==> src/rtl/alu_pkg.sv <==
// alu_pkg: nibble width, adder FSM state encoding and op encoding shared with the ALU control
package alu_pkg;
  localparam int NIBBLE_W = 4;
  typedef enum logic [1:0] {
    IDLE = 2'd0,
    RUN  = 2'd1,
    DONE = 2'd2
  } state_t;
  localparam logic OP_ADD = 1'b0;
  localparam logic OP_SUB = 1'b1;
endpackage

==> src/rtl/nibble_adder.sv <==
// nibble_adder: combinational 4-bit ripple adder stage with carry in/out
module nibble_adder
  import alu_pkg::*;
(
  input  logic [NIBBLE_W-1:0] a,
  input  logic [NIBBLE_W-1:0] b,
  input  logic                cin,
  output logic [NIBBLE_W-1:0] sum,
  output logic                cout
);
  assign {cout, sum} = {1'b0, a} + {1'b0, b} + {{NIBBLE_W{1'b0}}, cin};
endmodule

==> src/rtl/nibble_serial_adder.sv <==
// nibble_serial_adder: WIDTH-bit add/sub through one 4-bit stage, one nibble per clock, LSB first.
// Define NIBBLE_SERIAL_ADDER_FLAGS_EN to add the overflow and zero flag outputs.
module nibble_serial_adder
  import alu_pkg::*;
#(
  parameter int WIDTH = 32,
  localparam int NIBBLES = WIDTH / NIBBLE_W
) (
  input  logic             clk,
  input  logic             rst_n,
  input  logic             start,
  input  logic [WIDTH-1:0] a,
  input  logic [WIDTH-1:0] b,
  input  logic             sub,
  output logic             busy,
  output logic             done,
  output logic [WIDTH-1:0] result,
  output logic             cout
`ifdef NIBBLE_SERIAL_ADDER_FLAGS_EN
  ,
  output logic             overflow,
  output logic             zero
`endif
);
  localparam int IW = $clog2(NIBBLES);
  state_t state;
  logic [WIDTH-1:0] op_a, op_b;
  logic [IW-1:0] idx;
  logic carry, ncout, last;
  logic [NIBBLE_W-1:0] nsum;
  logic [WIDTH-1:0] next_result;

  nibble_adder u_add (
    .a   (op_a[NIBBLE_W-1:0]),
    .b   (op_b[NIBBLE_W-1:0]),
    .cin (carry),
    .sum (nsum),
    .cout(ncout)
  );

  // operands shift right so the active nibble is always at the bottom; the sum shifts in from the top
  assign next_result = {nsum, result[WIDTH-1:NIBBLE_W]};
  assign last = state == RUN && idx == IW'(NIBBLES - 1);

  always_ff @(posedge clk or negedge rst_n) begin
    if (!rst_n) begin
      state  <= IDLE;
      op_a   <= '0;
      op_b   <= '0;
      carry  <= 1'b0;
      idx    <= '0;
      busy   <= 1'b0;
      done   <= 1'b0;
      result <= '0;
      cout   <= 1'b0;
    end else begin
      case (state)
        IDLE, DONE: begin
          done <= 1'b0;
          if (start) begin
            op_a  <= a;
            op_b  <= sub == OP_SUB ? ~b : b;
            carry <= sub;
            idx   <= '0;
            busy  <= 1'b1;
            state <= RUN;
          end else begin
            state <= IDLE;
          end
        end
        RUN: begin
          op_a   <= op_a >> NIBBLE_W;
          op_b   <= op_b >> NIBBLE_W;
          carry  <= ncout;
          result <= next_result;
          idx    <= idx + IW'(1);
          if (last) begin
            cout  <= ncout;
            busy  <= 1'b0;
            done  <= 1'b1;
            state <= DONE;
          end
        end
        default: state <= IDLE;
      endcase
    end
  end

`ifdef NIBBLE_SERIAL_ADDER_FLAGS_EN
  // on the last nibble the bottom nibble of each operand holds its sign bit
  always_ff @(posedge clk or negedge rst_n) begin
    if (!rst_n) begin
      overflow <= 1'b0;
      zero     <= 1'b0;
    end else if (last) begin
      overflow <= op_a[NIBBLE_W-1] == op_b[NIBBLE_W-1] && nsum[NIBBLE_W-1] != op_a[NIBBLE_W-1];
      zero     <= next_result == '0;
    end
  end
`endif
endmodule

==> config.mk <==
export PLATFORM = sky130hd
export DESIGN_NAME = nibble_serial_adder
export DESIGN_NICKNAME = d
export VERILOG_FILES = /design/src/rtl/alu_pkg.sv /design/src/rtl/nibble_adder.sv /design/src/rtl/nibble_serial_adder.sv
export SDC_FILE = /design/constraint.sdc
export NUM_CORES = 1
export LEC_CHECK = 0
export BUFFER_PORTS_ARGS = -buffer_cell sky130_fd_sc_hd__buf_4
export CORE_MARGIN = 3
export CORE_UTILIZATION = 58
export DETAILED_ROUTE_END_ITERATION = 8
export PLACE_DENSITY_LB_ADDON = 0.12
export SKIP_LAST_GASP = 1
export SYNTH_ARGS = -nofsm -noshare
export SYNTH_HDL_FRONTEND = slang
export SYNTH_SLANG_ARGS = --single-unit
==> constraint.sdc <==
create_clock -name clk -period 2.37 [get_ports clk]
set_input_delay 0.237 -clock clk [delete_from_list [all_inputs] [get_ports clk]]
set_output_delay 0.237 -clock clk [all_outputs]
set_load 0.03 [all_outputs]
Word level (Yosys, flattened, before mapping)
Cells that the tools add are included.
Storage, ports and cells
  output and inout port bits: 35
  register bits: 105
  bits of input ports: 68
Cells by class
  add/subtract/negate cells: 3
  equality and inequality tests: 5
  multiplexer cells: 17
  bitwise gates (word level): 1
  reduce and logical (&&, ||, !) cells: 8
Operators with widths (count)
  32-bit case mux with 2 select lines: 2
  32-bit 2-to-1 mux: 3
  32-bit NOT: 1
  1-bit case mux with 2 select lines: 3
  3-bit case mux with 2 select lines: 1
  2-bit AND reduction: 3
  4-bit by 4-bit adder with 5-bit output: 1
  5-bit by 1-bit adder with 5-bit output: 1
  1-bit 2-to-1 mux: 5
  2-bit != test (second input constant): 2
  2-bit case mux with 2 select lines: 1
  3-bit by 1-bit adder with 3-bit output (second input constant): 1
  3-bit equality test (second input constant): 1
  3-bit 2-to-1 mux: 1
  3-bit AND reduction: 1
  2-bit by 1-bit equality test with 1-bit output (second input constant): 1
  2-bit equality test (second input constant): 1
  2-bit zero test: 1
  2-bit 2-to-1 mux: 1
  2-bit nonzero test: 1
  2-bit OR reduction: 1
  1-bit logical AND: 1

Logic depth before layout (Yosys ltp)
  word-level depth: 4
  depth in mapped cells: 6
  mapped depth without buffers: 6

Hierarchy
Synthesis repeated with hierarchy kept, for this count alone.
Second synthesis, totals
  cells, all modules: 454
  area total of the unflattened synthesis: 4667.0 um^2
By module, submodules not included
  nibble_serial_adder: seq. area each 2627.5 um^2, cells each 438, area each 4523.1 um^2, times used 1
  nibble_adder: seq. area each 0.0 um^2, cells each 16, area each 143.9 um^2, times used 1

Worst setup path before layout
Ideal clock, no wire load.
  path kind: register to register
  start: register op_a[0]
  end: register carry
  setup slack: 0.752 ns
  cell stages (with the launch flop): 7
  data required time: 2.244 ns
  path buffers: 0
  arrival time: 1.492 ns
  cells stage by stage: dfrtp_1 -> fa_1 -> inv_1 -> fa_1 -> nand2b_1 -> a21oi_1 -> a221o_1
On the way
  cells in the longest elaborated chain, start to end: 3
Ends and longest elaborated chain
  start, declared: RTL line nibble_serial_adder.sv:27  | logic [WIDTH-1:0] op_a, op_b;
  start signal, assigned: RTL line nibble_serial_adder.sv:72  | op_a <= op_a >> NIBBLE_W;
  4-bit by 4-bit adder with 5-bit output: RTL line nibble_adder.sv:11  | assign {cout, sum} = {1'b0, a} + {1'b0, b} + {{NIBBLE_W{1'b0}}, cin};
  5-bit by 1-bit adder with 5-bit output: RTL line nibble_adder.sv:11
  1-bit case mux with 2 select lines: RTL line nibble_serial_adder.sv:57  | case (state)
  end signal, assigned: RTL line nibble_serial_adder.sv:63  | carry <= sub;
  end signal, assigned: RTL line nibble_serial_adder.sv:74  | carry <= ncout;
  end, declared: RTL line nibble_serial_adder.sv:29  | logic carry, ncout, last;
Every way passes these cells.
A chain may end at the register's enable or synchronous reset.

Worst setup path after layout
  start: register state[0]
  end: register op_b[13]
On the way
  cells in the longest elaborated chain, start to end: 4
  elaborated cells between the ends (all ways): 8
  classes of those cells: eq/ne: 3; mux: 1; reduce/logical: 4
Ends and longest elaborated chain
  start, declared: RTL line nibble_serial_adder.sv:26  | state_t state;
  start signal, assigned: RTL line nibble_serial_adder.sv:47  | state <= IDLE;
  start signal, assigned: RTL line nibble_serial_adder.sv:66  | state <= RUN;
  start signal, assigned: RTL line nibble_serial_adder.sv:68  | state <= IDLE;
  2-bit equality test or 2-bit zero test (tied branches): RTL line nibble_serial_adder.sv:57
  2-bit OR reduction: RTL line nibble_serial_adder.sv:57
  2-bit != test (no source line) or 2-bit nonzero test (tied branches)
  2-bit AND reduction (no source line)
  end signal, assigned: RTL line nibble_serial_adder.sv:62  | op_b <= sub == OP_SUB ? ~b : b;
  end signal, assigned: RTL line nibble_serial_adder.sv:73  | op_b <= op_b >> NIBBLE_W;
  end, declared: RTL line nibble_serial_adder.sv:27
Several ways; a longest one is shown, not always the timed one.

==> reports/metrics.yaml <==
status: "completed"
placement_rows: 32
antenna_found_initial: 0
hold_viol_final: 0
fmax_mhz: 575.1
synth_cell_types: 30
cts_tree: "built"
cp.required_ns: 2.61
grt_pass1_wl_um: 15880
first_pass_iters: 5
worstPathArrival_ns: 1.97
slew_viol_final: 0
numCtsBuffers: 9
drc_errors: 0
synth_nets: 526
overflow: 0
period_share: 0.7337
grt_max_degree: 75
post_cts_buffers: 0
die_h_um: 95.51
yosysWarnings: 0
finalWirelength_um: 9861
clockBufferDepth: 2
nNetsFinal: 613
ys_seq_area_frac: 0.5654
hold_class: "in -> reg"
antennaDiodeCount: 0
syn_inst: 451
ir_drop_v: 0.0006537
drtIter0Drc: 276
fin_skew_ns: 0.01427
path_clk_slew_ns: 0.11
hpwl_um: 6672
pre_cts_ws_ns: 0.6388
finalSetupViolCount: 0
syn-cell-area_um2: 4647
grt_pass1_vias: 3373
crit_fanout: 38
cts.htree.levels: 3
root_buffer: "clkbuf_8"
dieArea_um2: 9122
cp-end-kind: "register"
tritoncts_num_sinks: 105
r2r_cells: 4
fin_crit_ns: 1.739
p_per_area_nw_per_um2: 1346
wl_per_cell_um: 15.29
initial_core_util: 0.5983
yosysTopAreaCellShare: 0.5654
vias: 3623
grtUsageTotal: 0.2203
relSlewSlack: 0.6299
clk_latency_ns: 0.36
fin_setup_tns_ns: 0
post-synth-top-area-cell: "dfrtp_1"
rsz0062_at_grt: "false"
timing.max_cap.violations: 0
synth_seq_cells: 105
drive_gt1_frac: 0.2394
post_cts_resized: 0
crit_type: "reg -> reg"
worstHoldPathCells: 3
p_leak_nw: 2.837
setup_ws_ns: 0.6312
area_growth_syn_to_layout_pct: 22.21
crit_path_start_kind: "register"
io_pins: 103
ys_top_cells_by_area: "dfrtp_1, nand2_1, a221o_1"
viasPerCell: 5.617
ctsHoldBuffers: 1
fp.dieW_um: 95.51
avgSynthCellArea_um2: 10.30
core_area_um2: 7767
p_total_w: 0.007647
ant_nets: 0
port_buffers: 102
worstMarginPinSlew_ns: 0.5552
globalplace.congestion: 0.8165
fill_cells: 598
logic make-up (layout without fill, tap and decap cells):
family	count (synthesis)	count (layout)	synth area share
AOI/OAI and AO/OA	76	76	0.1387
buffers and inverters	40	132	0.03985
muxes	1	1	0.002423
DFF	105	105	0.5654
and+or+nand+nor	189	189	0.1694
adders and majority gates	7	7	0.02208
xor gates and xnor gates	33	33	0.06220
metrics by stage:
| step | utilization | hold WS [ns] | cells | area [um^2] |
|---|---|---|---|---|
| 3_3_place_gp | 0.7065 | 0.1943 | 628 | 5488 |
| 6_report | 0.7312 | 0.08454 | 645 | 5679 |
| 4_1_cts | 0.7312 | 0.07228 | 645 | 5679 |
| 3_5_place_dp | 0.7065 | 0.2030 | 628 | 5488 |
| 2_1_floorplan | - | -0.05859 | 451 | 4647 |
| 5_1_grt | 0.7312 | 0.07708 | 645 | 5679 |
synthesized netlist by cell type:
cell type  number
a22oi_1        27
nor2_1         31
inv_1           5
xor2_1          5
buf_2          22
a221oi_1        1
a21o_1          1
o21ai_1         4
nor2b_1         2
a221o_1        30
and3_1          1
nor3_1          1
ha_1            5
clkbuf_1        9
a22o_1         10
or4b_1          1
nand2_1       117
dfrtp_1       105
nand4_1         1
nand2b_1        3
o21a_1          1
nand3_1        29
xnor2_1        28
fa_1            2
mux2_1          1
a21oi_1         2
buf_4           2
buf_1           2
and2b_1         1
nor4bb_1        2
worst max-delay path, stage by stage (launching register included):
cell and delay, ns:
dfrtp_1 0.49, and2b_2 0.44, nor2_2 0.07, buf_4 0.26, a221o_1 0.35
sequential cells by signal, indices dropped and copies added (netlist names):
name	count
busy	1
result	32
idx	3
op_a	32
state	2
done	1
cout	1
carry	1
op_b	32
path summary, 6_finish.rpt:
| kind | startpoint | to | slack [ns] |
|---|---|---|---|
| min | a[7] | op_a[7]$_DFFE_PN0P_ | 0.08 |
| max | state[0]$_DFFE_PN0P_ | op_b[13]$_DFFE_PN0P_ | 0.63 |
| min in group asynchronous | rst_n | op_b[4]$_DFFE_PN0P_ | 0.35 |
| min reg2reg | result[0]$_DFFE_PN0P_ | result[0]$_DFFE_PN0P_ | 0.49 |
| max in group asynchronous | rst_n | state[0]$_DFFE_PN0P_ | 1.29 |
| max reg2reg | state[0]$_DFFE_PN0P_ | op_b[13]$_DFFE_PN0P_ | 0.63 |
cell usage in the layout, fill, tap and decap left out:
master	n
a221oi_1	1
clkinvlp_4	3
nor2_1	30
a22oi_1	27
o21ai_1	4
nand2_1	117
and2b_2	1
nand2b_1	1
xnor2_1	28
fa_1	2
nand3_1	29
nor2_2	1
nor3_1	1
nor4bb_1	2
xor2_1	5
nor2b_1	1
a21oi_1	2
a21o_1	1
nor2b_4	1
a22o_1	10
nand2b_2	2
dlygate4sd3_1	1
dfrtp_1	105
buf_12	3
o21a_1	1
ha_1	5
a221o_1	30
clkbuf_1	1
mux2_1	1
inv_1	5
buf_4	107
and3_1	1
or4b_1	1
clkinv_4	1
inv_6	1
nand4_1	1
clkbuf_8	10
routing by layer:
metal / share of wire / vias to the layer above / wire length [um] / track usage
li1: - / 1723 / - / -
met1: 0.43 / 1796 / 4237 / 0.3149
met2: 0.51 / 95 / 4996 / 0.3458
met3: 0.055 / 9 / 544 / 0.04736
met4: 0.0083 / 0 / 82 / 0.05450
met5: 0 / - / 0 / 0
power breakdown:
group          total (W)  switching (W)  internal, W
clock network    0.00102       0.000606     0.000417
logic            0.00349        0.00205      0.00144
registers        0.00313       0.000539      0.00260
area by class of cell:
| cell class | instances | area, um^2 | area share |
|---|---|---|---|
| flip-flops and latches | 105 | 2628 | 0.4627 |
| multi-input cells | 306 | 1851 | 0.3258 |
| repair buffers | 111 | 873.3 | 0.1538 |
| clock buffers | 11 | 141.4 | 0.02490 |
| well taps | 102 | 127.6 | 0.02247 |
| clock inverters | 5 | 40.04 | 0.007050 |
| inverters | 5 | 18.77 | 0.003305 |
Power figures use the tool's default switching activity.
